--- config.mk ---
export PLATFORM = sky130hd
export DESIGN_NAME = reg_writeback
export DESIGN_NICKNAME = d
export VERILOG_FILES = /design/src/rtl/reg_writeback_pkg.sv /design/src/rtl/wb_scoreboard.sv /design/src/rtl/reg_writeback.sv
export SDC_FILE = /design/constraint.sdc
export NUM_CORES = 1
export LEC_CHECK = 0
export BUFFER_PORTS_ARGS = -buffer_cell sky130_fd_sc_hd__buf_4
export CAP_MARGIN = 30
export CORE_MARGIN = 10
export CORE_UTILIZATION = 33
export DETAILED_ROUTE_END_ITERATION = 12
export RECOVER_POWER = 25
export SLEW_MARGIN = 20
export SYNTH_ARGS = -nofsm -noshare
export SYNTH_HDL_FRONTEND = slang
export SYNTH_SLANG_ARGS = --single-unit
--- constraint.sdc ---
create_clock -name clk -period 4.4 [get_ports clk]
set_input_delay 0.88 -clock clk [delete_from_list [all_inputs] [get_ports clk]]
set_output_delay 0.88 -clock clk [all_outputs]
set_load 0.005 [all_outputs]
--- src/rtl/reg_writeback_pkg.sv ---
// Shared GPR write-side definitions: register file geometry, write payload and result source select.
package reg_writeback_pkg;

    localparam int unsigned REG_ADDR_W = 5;
    localparam int unsigned REG_DATA_W = 32;
    localparam int unsigned REG_NUM    = 32;
    localparam logic [REG_ADDR_W-1:0] REG_ZERO = REG_ADDR_W'(0);

    typedef struct packed {
        logic [REG_ADDR_W-1:0] wa;
        logic [REG_DATA_W-1:0] wd;
    } wb_req_t;

    typedef enum logic [1:0] {
        SRC_NONE = 2'd0,
        SRC_ALU  = 2'd1,
        SRC_LU   = 2'd2
    } wb_src_e;

    function automatic logic is_zero_reg(input logic [REG_ADDR_W-1:0] a);
        return a == REG_ZERO;
    endfunction

endpackage

--- src/rtl/wb_scoreboard.sv ---
// Pending-write bitmap, outstanding long-op credit counter and decode hazard lookups.
module wb_scoreboard
    import reg_writeback_pkg::*;
#(
    parameter int unsigned LU_MAX = 4,
    parameter int unsigned CNT_W  = 3
) (
    input  logic                  clk,
    input  logic                  rst,
    input  logic                  issue_valid,
    input  logic [REG_ADDR_W-1:0] issue_wa,
    input  logic                  issue_long,
    input  logic                  lu_done,
    input  logic                  commit_we,
    input  logic [REG_ADDR_W-1:0] commit_wa,
    input  logic [REG_ADDR_W-1:0] ra1,
    input  logic [REG_ADDR_W-1:0] ra2,
    output logic                  issue_ready,
    output logic                  haz1,
    output logic                  haz2
);

    logic [REG_NUM-1:0] pend_q, pend_d;
    logic [CNT_W-1:0]   cnt_q, cnt_d;
    logic               issue_acc;
    logic               long_acc;

    // A completing long op frees its credit in the same cycle a new one may claim it.
    always_comb begin
        issue_ready = ~issue_long | (cnt_q < CNT_W'(LU_MAX)) | lu_done;
        issue_acc   = issue_valid & issue_ready;
        long_acc    = issue_acc & issue_long;
    end

    // Clear on commit first, then set on issue, so a younger writer survives a same-edge commit.
    always_comb begin
        pend_d = pend_q;
        if (commit_we) begin
            pend_d[commit_wa] = 1'b0;
        end
        if (issue_acc && !is_zero_reg(issue_wa)) begin
            pend_d[issue_wa] = 1'b1;
        end
    end

    // Spurious completions with nothing outstanding leave the counter at zero.
    always_comb begin
        cnt_d = cnt_q;
        case ({long_acc, lu_done})
            2'b10:   cnt_d = cnt_q + CNT_W'(1);
            2'b01:   if (cnt_q != '0) cnt_d = cnt_q - CNT_W'(1);
            default: cnt_d = cnt_q;
        endcase
    end

    always_ff @(posedge clk or posedge rst) begin
        if (rst) begin
            pend_q <= '0;
            cnt_q  <= '0;
        end else begin
            pend_q <= pend_d;
            cnt_q  <= cnt_d;
        end
    end

    assign haz1 = pend_q[ra1] & ~is_zero_reg(ra1);
    assign haz2 = pend_q[ra2] & ~is_zero_reg(ra2);

endmodule

--- src/rtl/reg_writeback.sv ---
// GPR write-port owner: ALU-priority result arbitration, registered write port and hazard scoreboard.
module reg_writeback
    import reg_writeback_pkg::*;
#(
    parameter int unsigned LU_MAX = 4,
    parameter int unsigned CNT_W  = 3
) (
    input  logic                  clk,
    input  logic                  rst,
    input  logic                  issue_valid,
    input  logic [REG_ADDR_W-1:0] issue_wa,
    input  logic                  issue_long,
    output logic                  issue_ready,
    input  logic                  alu_valid,
    input  logic [REG_ADDR_W-1:0] alu_wa,
    input  logic [REG_DATA_W-1:0] alu_wd,
    input  logic                  lu_valid,
    input  logic [REG_ADDR_W-1:0] lu_wa,
    input  logic [REG_DATA_W-1:0] lu_wd,
    output logic                  lu_ready,
    input  logic [REG_ADDR_W-1:0] ra1,
    input  logic [REG_ADDR_W-1:0] ra2,
    output logic                  haz1,
    output logic                  haz2,
    output logic                  we,
    output logic [REG_ADDR_W-1:0] wa,
    output logic [REG_DATA_W-1:0] wd
);

    wb_src_e src;
    wb_req_t req;
    wb_req_t out_q, out_d;
    logic    we_q, we_d;

    // ALU has no backpressure, so it always wins; the long unit holds its result until a free slot.
    always_comb begin
        src = SRC_NONE;
        req = '0;
        if (alu_valid) begin
            src    = SRC_ALU;
            req.wa = alu_wa;
            req.wd = alu_wd;
        end else if (lu_valid) begin
            src    = SRC_LU;
            req.wa = lu_wa;
            req.wd = lu_wd;
        end
    end

    assign lu_ready = (src == SRC_LU);

    // r0 results are consumed normally but never reach the register file.
    always_comb begin
        we_d  = (src != SRC_NONE) && !is_zero_reg(req.wa);
        out_d = out_q;
        if (src != SRC_NONE) begin
            out_d = req;
        end
    end

    always_ff @(posedge clk or posedge rst) begin
        if (rst) begin
            we_q  <= 1'b0;
            out_q <= '0;
        end else begin
            we_q  <= we_d;
            out_q <= out_d;
        end
    end

    assign we = we_q;
    assign wa = out_q.wa;
    assign wd = out_q.wd;

    wb_scoreboard #(
        .LU_MAX (LU_MAX),
        .CNT_W  (CNT_W)
    ) u_scoreboard (
        .clk         (clk),
        .rst         (rst),
        .issue_valid (issue_valid),
        .issue_wa    (issue_wa),
        .issue_long  (issue_long),
        .lu_done     (lu_ready),
        .commit_we   (we_q),
        .commit_wa   (out_q.wa),
        .ra1         (ra1),
        .ra2         (ra2),
        .issue_ready (issue_ready),
        .haz1        (haz1),
        .haz2        (haz2)
    );

endmodule

# Word-level counts from Yosys, hierarchy flattened
# Index checks and enable logic that the tools add are counted.
# W data, S select, Z words.
[word_totals]
reg_bits = 73
input_bits = 95
out_inout_bits = 42
elab_cells = 60
[op_classes]
n_mux = 16
n_bitwise = 12
n_eq_ne = 4
addsub = 2
order_cmp = 7
n_reduce_logical = 14
[op_table]
columns = ["operator", "n"]
rows = [
  ["$mux W37", 2],
  ["$mux W32", 2],
  ["$and A32 B32 Y32", 1],
  ["$not A32 Y32", 1],
  ["$or A32 B32 Y32", 1],
  ["$lt A5 B6 Y1 const B", 4],
  ["$logic_not A5 Y1", 4],
  ["$bmux W1 S5", 2],
  ["$demux W1 S5", 2],
  ["$ge A5 B1 Y1 const B", 2],
  ["$pmux W3 S2", 1],
  ["$and A1 B1 Y1", 4],
  ["$eq A2 B2 Y1 const B", 2],
  ["$logic_and A1 B1 Y1", 4],
  ["$mux W1", 4],
  ["$mux W2", 2],
  ["$reduce_bool A2 Y1", 2],
  ["$add A3 B1 Y3 const B", 1],
  ["$lt A3 B3 Y1 const B", 1],
  ["$mux W3", 1],
  ["$not A1 Y1", 3],
  ["$reduce_bool A3 Y1", 1],
  ["$sub A3 B1 Y3 const B", 1],
  ["$eq A2 B1 Y1 const B", 1],
  ["4 further kinds", 6],
]

# Longest topological paths before layout
[logic_depth]
word_depth = 9
mapped_depth = 9
ltp_nobuf = 9

# By module
# A second synthesis with hierarchy kept.
[unflattened]
cells_unflattened = 363
hier_area_um2 = 3812.4
[by_module_without_submodules]
columns = ["module", "instances", "cells_each", "seq_area_each_um2", "area_per_inst_um2"]
rows = [
  ["wb_scoreboard", 1, 195, 850.8, 2054.5],
  ["reg_writeback", 1, 168, 950.9, 1757.9],
]

# Worst setup path before layout
# OpenSTA, ideal clock, no wires.
[synth_timing]
kind = "input port to output port"
from = "input port ra1[2]"
to = "output port haz1"
required_ns = 3.520
stages = 5
arrival_ns = 1.945
path_buffers = 1
slack_ns = 1.575
cell_sequence = "buf_2 mux4_2 mux2i_1 nand3b_1 and4_1"
[synth_between]
elab_chain_len = 3
elab_cells_between_ends = 5
classes_between = "2 x mux; 2 x bitwise; 1 x reduce/logical"
[synth_rtl]
columns = ["item", "line_no", "source"]
rows = [
  ["from (decl)", "reg_writeback.sv:21", "input logic [REG_ADDR_W-1:0] ra1,"],
  ["$bmux W1 S5 or $logic_not A5 Y1 (tied branches)", "wb_scoreboard.sv:66, reg_writeback_pkg.sv:21", ""],
  ["$mux W1 (not written as such) or $not A1 Y1 (tied branches)", "wb_scoreboard.sv:66", "assign haz1 = pend_q[ra1] & ~is_zero_reg(ra1);"],
  ["$and A1 B1 Y1 (*)", "wb_scoreboard.sv:66", ""],
  ["to (decl)", "reg_writeback.sv:23", "output logic haz1,"],
]
# Every way passes the cells marked *; elsewhere a longest branch is shown, timed or not. The select of a mux whose other input is x is not followed.

# Final worst setup path
[layout_timing]
from = "input port ra1[0]"
to = "output port haz1"
# The elaborated chain is that of the path after synthesis.

==> reports/qor.csv <==
stage,metric,value,unit
run,max_cap_viol_count,2,
place,place.port_buffers,136,
yosys,largest_family_of_logic_cells_by_synthesized_area,multiplexers,
sta,clock-skew-final,0.004451,ns
setup_path,slowest_stage,sky130_fd_sc_hd__mux4_2,
cells_and_area,insertedDiodeCount,0,
clock_tree,cts_max_level,3,
yosys,synth_sequential_area_ratio,46.75,%
sta,achievable-frequency,329.6,MHz
yosys,synth_xor_area_share,0.2273,%
sta,worst_slew_margin_rel,-12.92,%
clock_tree,clk_pin_slew_worst_paths,0.06,ns
power_and_ir_drop,leakagePower,2.359,nW
yosys,synthesis.nets,472,
yosys,area_share_of_fa_ha_maj_cells_after_synthesis,0.3247,%
sta,worstMarginPinSlew,1.694,ns
die,fp.dieArea,16400,µm²
die,ioPinCount,137,
cells_and_area,synthToLayoutAreaGrowth,36.75,%
yosys,synth_async_sr_flop_share,100.0,%
global_routing,grt_max_degree,78,
yosys,compound_gate_fraction_of_synth_area,15.71,%
setup_path,worst-endpoint-required,3.52,ns
status,failing_checks,"capacitance limit, slew limit",
yosys,synth_cell_types,34,
routing,postRouteWirelength,12380,µm
sta,timing.setup.tns,0,ns
routing,detail_route.wl_per_cell,19.07,µm
die,fp-row-count,39,
routing,antenna_left,0,
yosys,synth-edff-count,0,
die,die_y,128.1,µm
yosys,yosys_register_bits,72,
sta,worst_hold_slack,0.5355,ns
global_routing,antenna_found_initial,0,
clock_tree,cts_root_buf,sky130_fd_sc_hd__clkbuf_16,
global_routing,grt_pass1_vias,3723,
cells_and_area,design.final.nets,597,
routing,detail_route.drc_violations,0,
sta,postLayoutSetupSlackWorst,1.366,ns
place,place_ws,1.364,ns
place,place_congestion,0.8710,
clock_tree,clkSinkCount,72,
cells_and_area,seqCellArea,1802,µm²
power_and_ir_drop,power_density,438.2,nW/µm²
clock_tree,post_cts_resized,0,
cells_and_area,multi_input_comb_area,1924,µm²
die,core_area,11420,µm²
sta,timing.final.setup_violations,0,
global_routing,grt_remaining_overflow,0,
yosys,post_synth_and_or_nand_nor_area_fraction,13.67,%
clock_tree,maximum_buffer_depth_of_the_clock_tree,2,
routing,drt_pass1_iterations,4,
sta,final.period_utilization,68.96,%
setup_path,rrSetupSlack,2.91,ns
setup_path,cells_along_the_critical_path,"buf_4, mux4_2, nor4b_1, nor2_1, and4_1, buf_4",
yosys,synth_cells,376,
setup_path,timing.critical_path.to_type,output port,
cells_and_area,drive_above_1_share,32.81,%
setup_path,setup.worst_path.start_class,input port,
clock_tree,clock_tree_from_tritoncts,built,
sta,rsz0062_at_grt,false,
clock_tree,clock_latency,0.33,ns
cells_and_area,finalCoreUtilization,46.15,%
routing,via_per_inst,5.271,
power_and_ir_drop,power.ir.vdd_worst,0.1725,mV
place,dpl.hpwl,9525,µm
place,post_dp_cell_area,4949,µm²
die,initial_utilization,33.75,%
global_routing,grt_first_pass_wirelength,19840,µm
cells_and_area,n_fill_cell,1089,
sta,endpoints_failing_hold,0,
yosys,post_synth.cell_area_avg,10.25,µm²
setup_path,worst-endpoint-arrival,2.15,ns
power_and_ir_drop,power,2.309,mW
routing,route.vias.total,3421,
setup_path,crit_path_frequent_cell,sky130_fd_sc_hd__buf_4,
setup_path,worstSetupPathType,input port to output port,
routing,met1Wirelength,5157,µm
setup_path,crit_path_max_incr_delay,0.51,ns
place,placed_cells,632,
cells_and_area,cell_area_after_layout,5270,µm²
status,status,finished with violations,
sta,drv_slew,66,
routing,met3RoutedLength,1602,µm
die,die_w,128.1,µm
yosys,ys_warn_count,0,
yosys,synth.area.mux_share,20.00,%
global_routing,groute.usage.overall,15.17,%
cells_and_area,stdcell_count,649,
routing,dr.max_layer_used,met4,
clock_tree,post_cts_hold_buffer_count,0,
yosys,netlist_area,3854,µm²
yosys,ys_dominant_reg_cell,sky130_fd_sc_hd__dfrtp_1,
sta,layout_min_cycle_time,3.034,ns
routing,initial_drt_markers,228,
clock_tree,numCtsBuffers,9,
setup_path,timing.critical_path.fanout_max,8,
routing,dr_wl_met2,5401,µm
min_path,worst_hold_path_type,input port to asynchronous set/reset pin,
clock_tree,post-cts-setup-buffers,0,
## kinds of logic (layout without fill, tap and decap cells)
family / count (synthesis) / in the layout
AOI/OAI and AO/OA: 115 / 115
buffers and inverters: 28 / 158
and+or+nand+nor: 102 / 102
muxes: 57 / 57
DFF: 72 / 72
adders and majority gates: 1 / 1
xor gates and xnor gates: 1 / 1
## per-layer routing
| metal | global-route usage, % | up-vias |
|---|---|---|
| met5 | 0 | - |
| met4 | 5.166 | 0 |
| met3 | 8.602 | 23 |
| met2 | 21.74 | 163 |
| met1 | 18.74 | 1595 |
| li1 | - | 1640 |
## critical path: cells and delay by family
kind	cells	cell delay, ns
multiplexers	1	0.51
AND/OR/NAND/NOR	3	0.49
buffers and inverters	2	0.28
## final cells by class
type,instances,share of cell area [%]
repair buffers,138,19.52
inverters,4,0.2849
flip-flops and latches,72,34.19
multi-input cells,276,36.51
clock buffers,10,4.535
clock inverters,6,1.567
well taps,143,3.395
## synth_stat cells, types with 4 or more instances
| cell | instances | share of area, % |
|---|---|---|
| sky130_fd_sc_hd__o21ai_0 | 102 | 13 |
| sky130_fd_sc_hd__dfrtp_1 | 72 | 47 |
| sky130_fd_sc_hd__nand2_1 | 49 | 4.8 |
| sky130_fd_sc_hd__mux2i_1 | 41 | 11 |
| sky130_fd_sc_hd__nand3b_1 | 16 | 3.1 |
| sky130_fd_sc_hd__clkbuf_1 | 13 | 1.3 |
| sky130_fd_sc_hd__mux4_2 | 8 | 4.7 |
| sky130_fd_sc_hd__nor2_1 | 8 | 0.78 |
| sky130_fd_sc_hd__buf_2 | 6 | 0.78 |
| sky130_fd_sc_hd__mux4_1 | 6 | 4.1 |
| sky130_fd_sc_hd__nand3_1 | 6 | 0.78 |
| sky130_fd_sc_hd__nor3_1 | 5 | 0.65 |
| sky130_fd_sc_hd__inv_1 | 4 | 0.39 |
## flip-flops by register name, summed over array words and instances (netlist names)
register,flops
u_scoreboard.cnt_q,3
u_scoreboard.pend_q,31
wa,5
wd,32
we,1
## path summary, 6_finish.rpt
check | start | to | cells after the start
max | ra1[0] | haz1 | 6
min | rst | wd[21] | 2
max reg2reg | u_scoreboard.cnt_q[2] | u_scoreboard.pend_q[14] | 3
min reg2reg | u_scoreboard.pend_q[21] | u_scoreboard.pend_q[21] | 2
max in group asynchronous | rst | wd[7] | 3
min in group clk | u_scoreboard.pend_q[21] | u_scoreboard.pend_q[21] | 2
## power by group
part,switching (mW),leakage (nW),internal (mW)
registers,0.159,0.841,0.822
clock network,0.269,0.158,0.508
logic,0.233,1.36,0.317
## cells in the final DEF (no fill, tap or decap), types with 3 or more instances in the layout
master and n:
sky130_fd_sc_hd__nand3b_1 16, sky130_fd_sc_hd__mux4_1 6, sky130_fd_sc_hd__nor4b_1 3, sky130_fd_sc_hd__a21oi_1 3
sky130_fd_sc_hd__nor2_1 8, sky130_fd_sc_hd__clkbuf_16 9, sky130_fd_sc_hd__mux2i_1 41, sky130_fd_sc_hd__inv_1 4
sky130_fd_sc_hd__nor3_1 5, sky130_fd_sc_hd__buf_4 135, sky130_fd_sc_hd__nand2_1 49, sky130_fd_sc_hd__clkinv_2 3
sky130_fd_sc_hd__dfrtp_1 72, sky130_fd_sc_hd__or3b_2 3, sky130_fd_sc_hd__mux4_2 8, sky130_fd_sc_hd__nand3_1 6
sky130_fd_sc_hd__o21ai_0 102, sky130_fd_sc_hd__nand2b_1 3
Power figures use the tool's default switching activity.
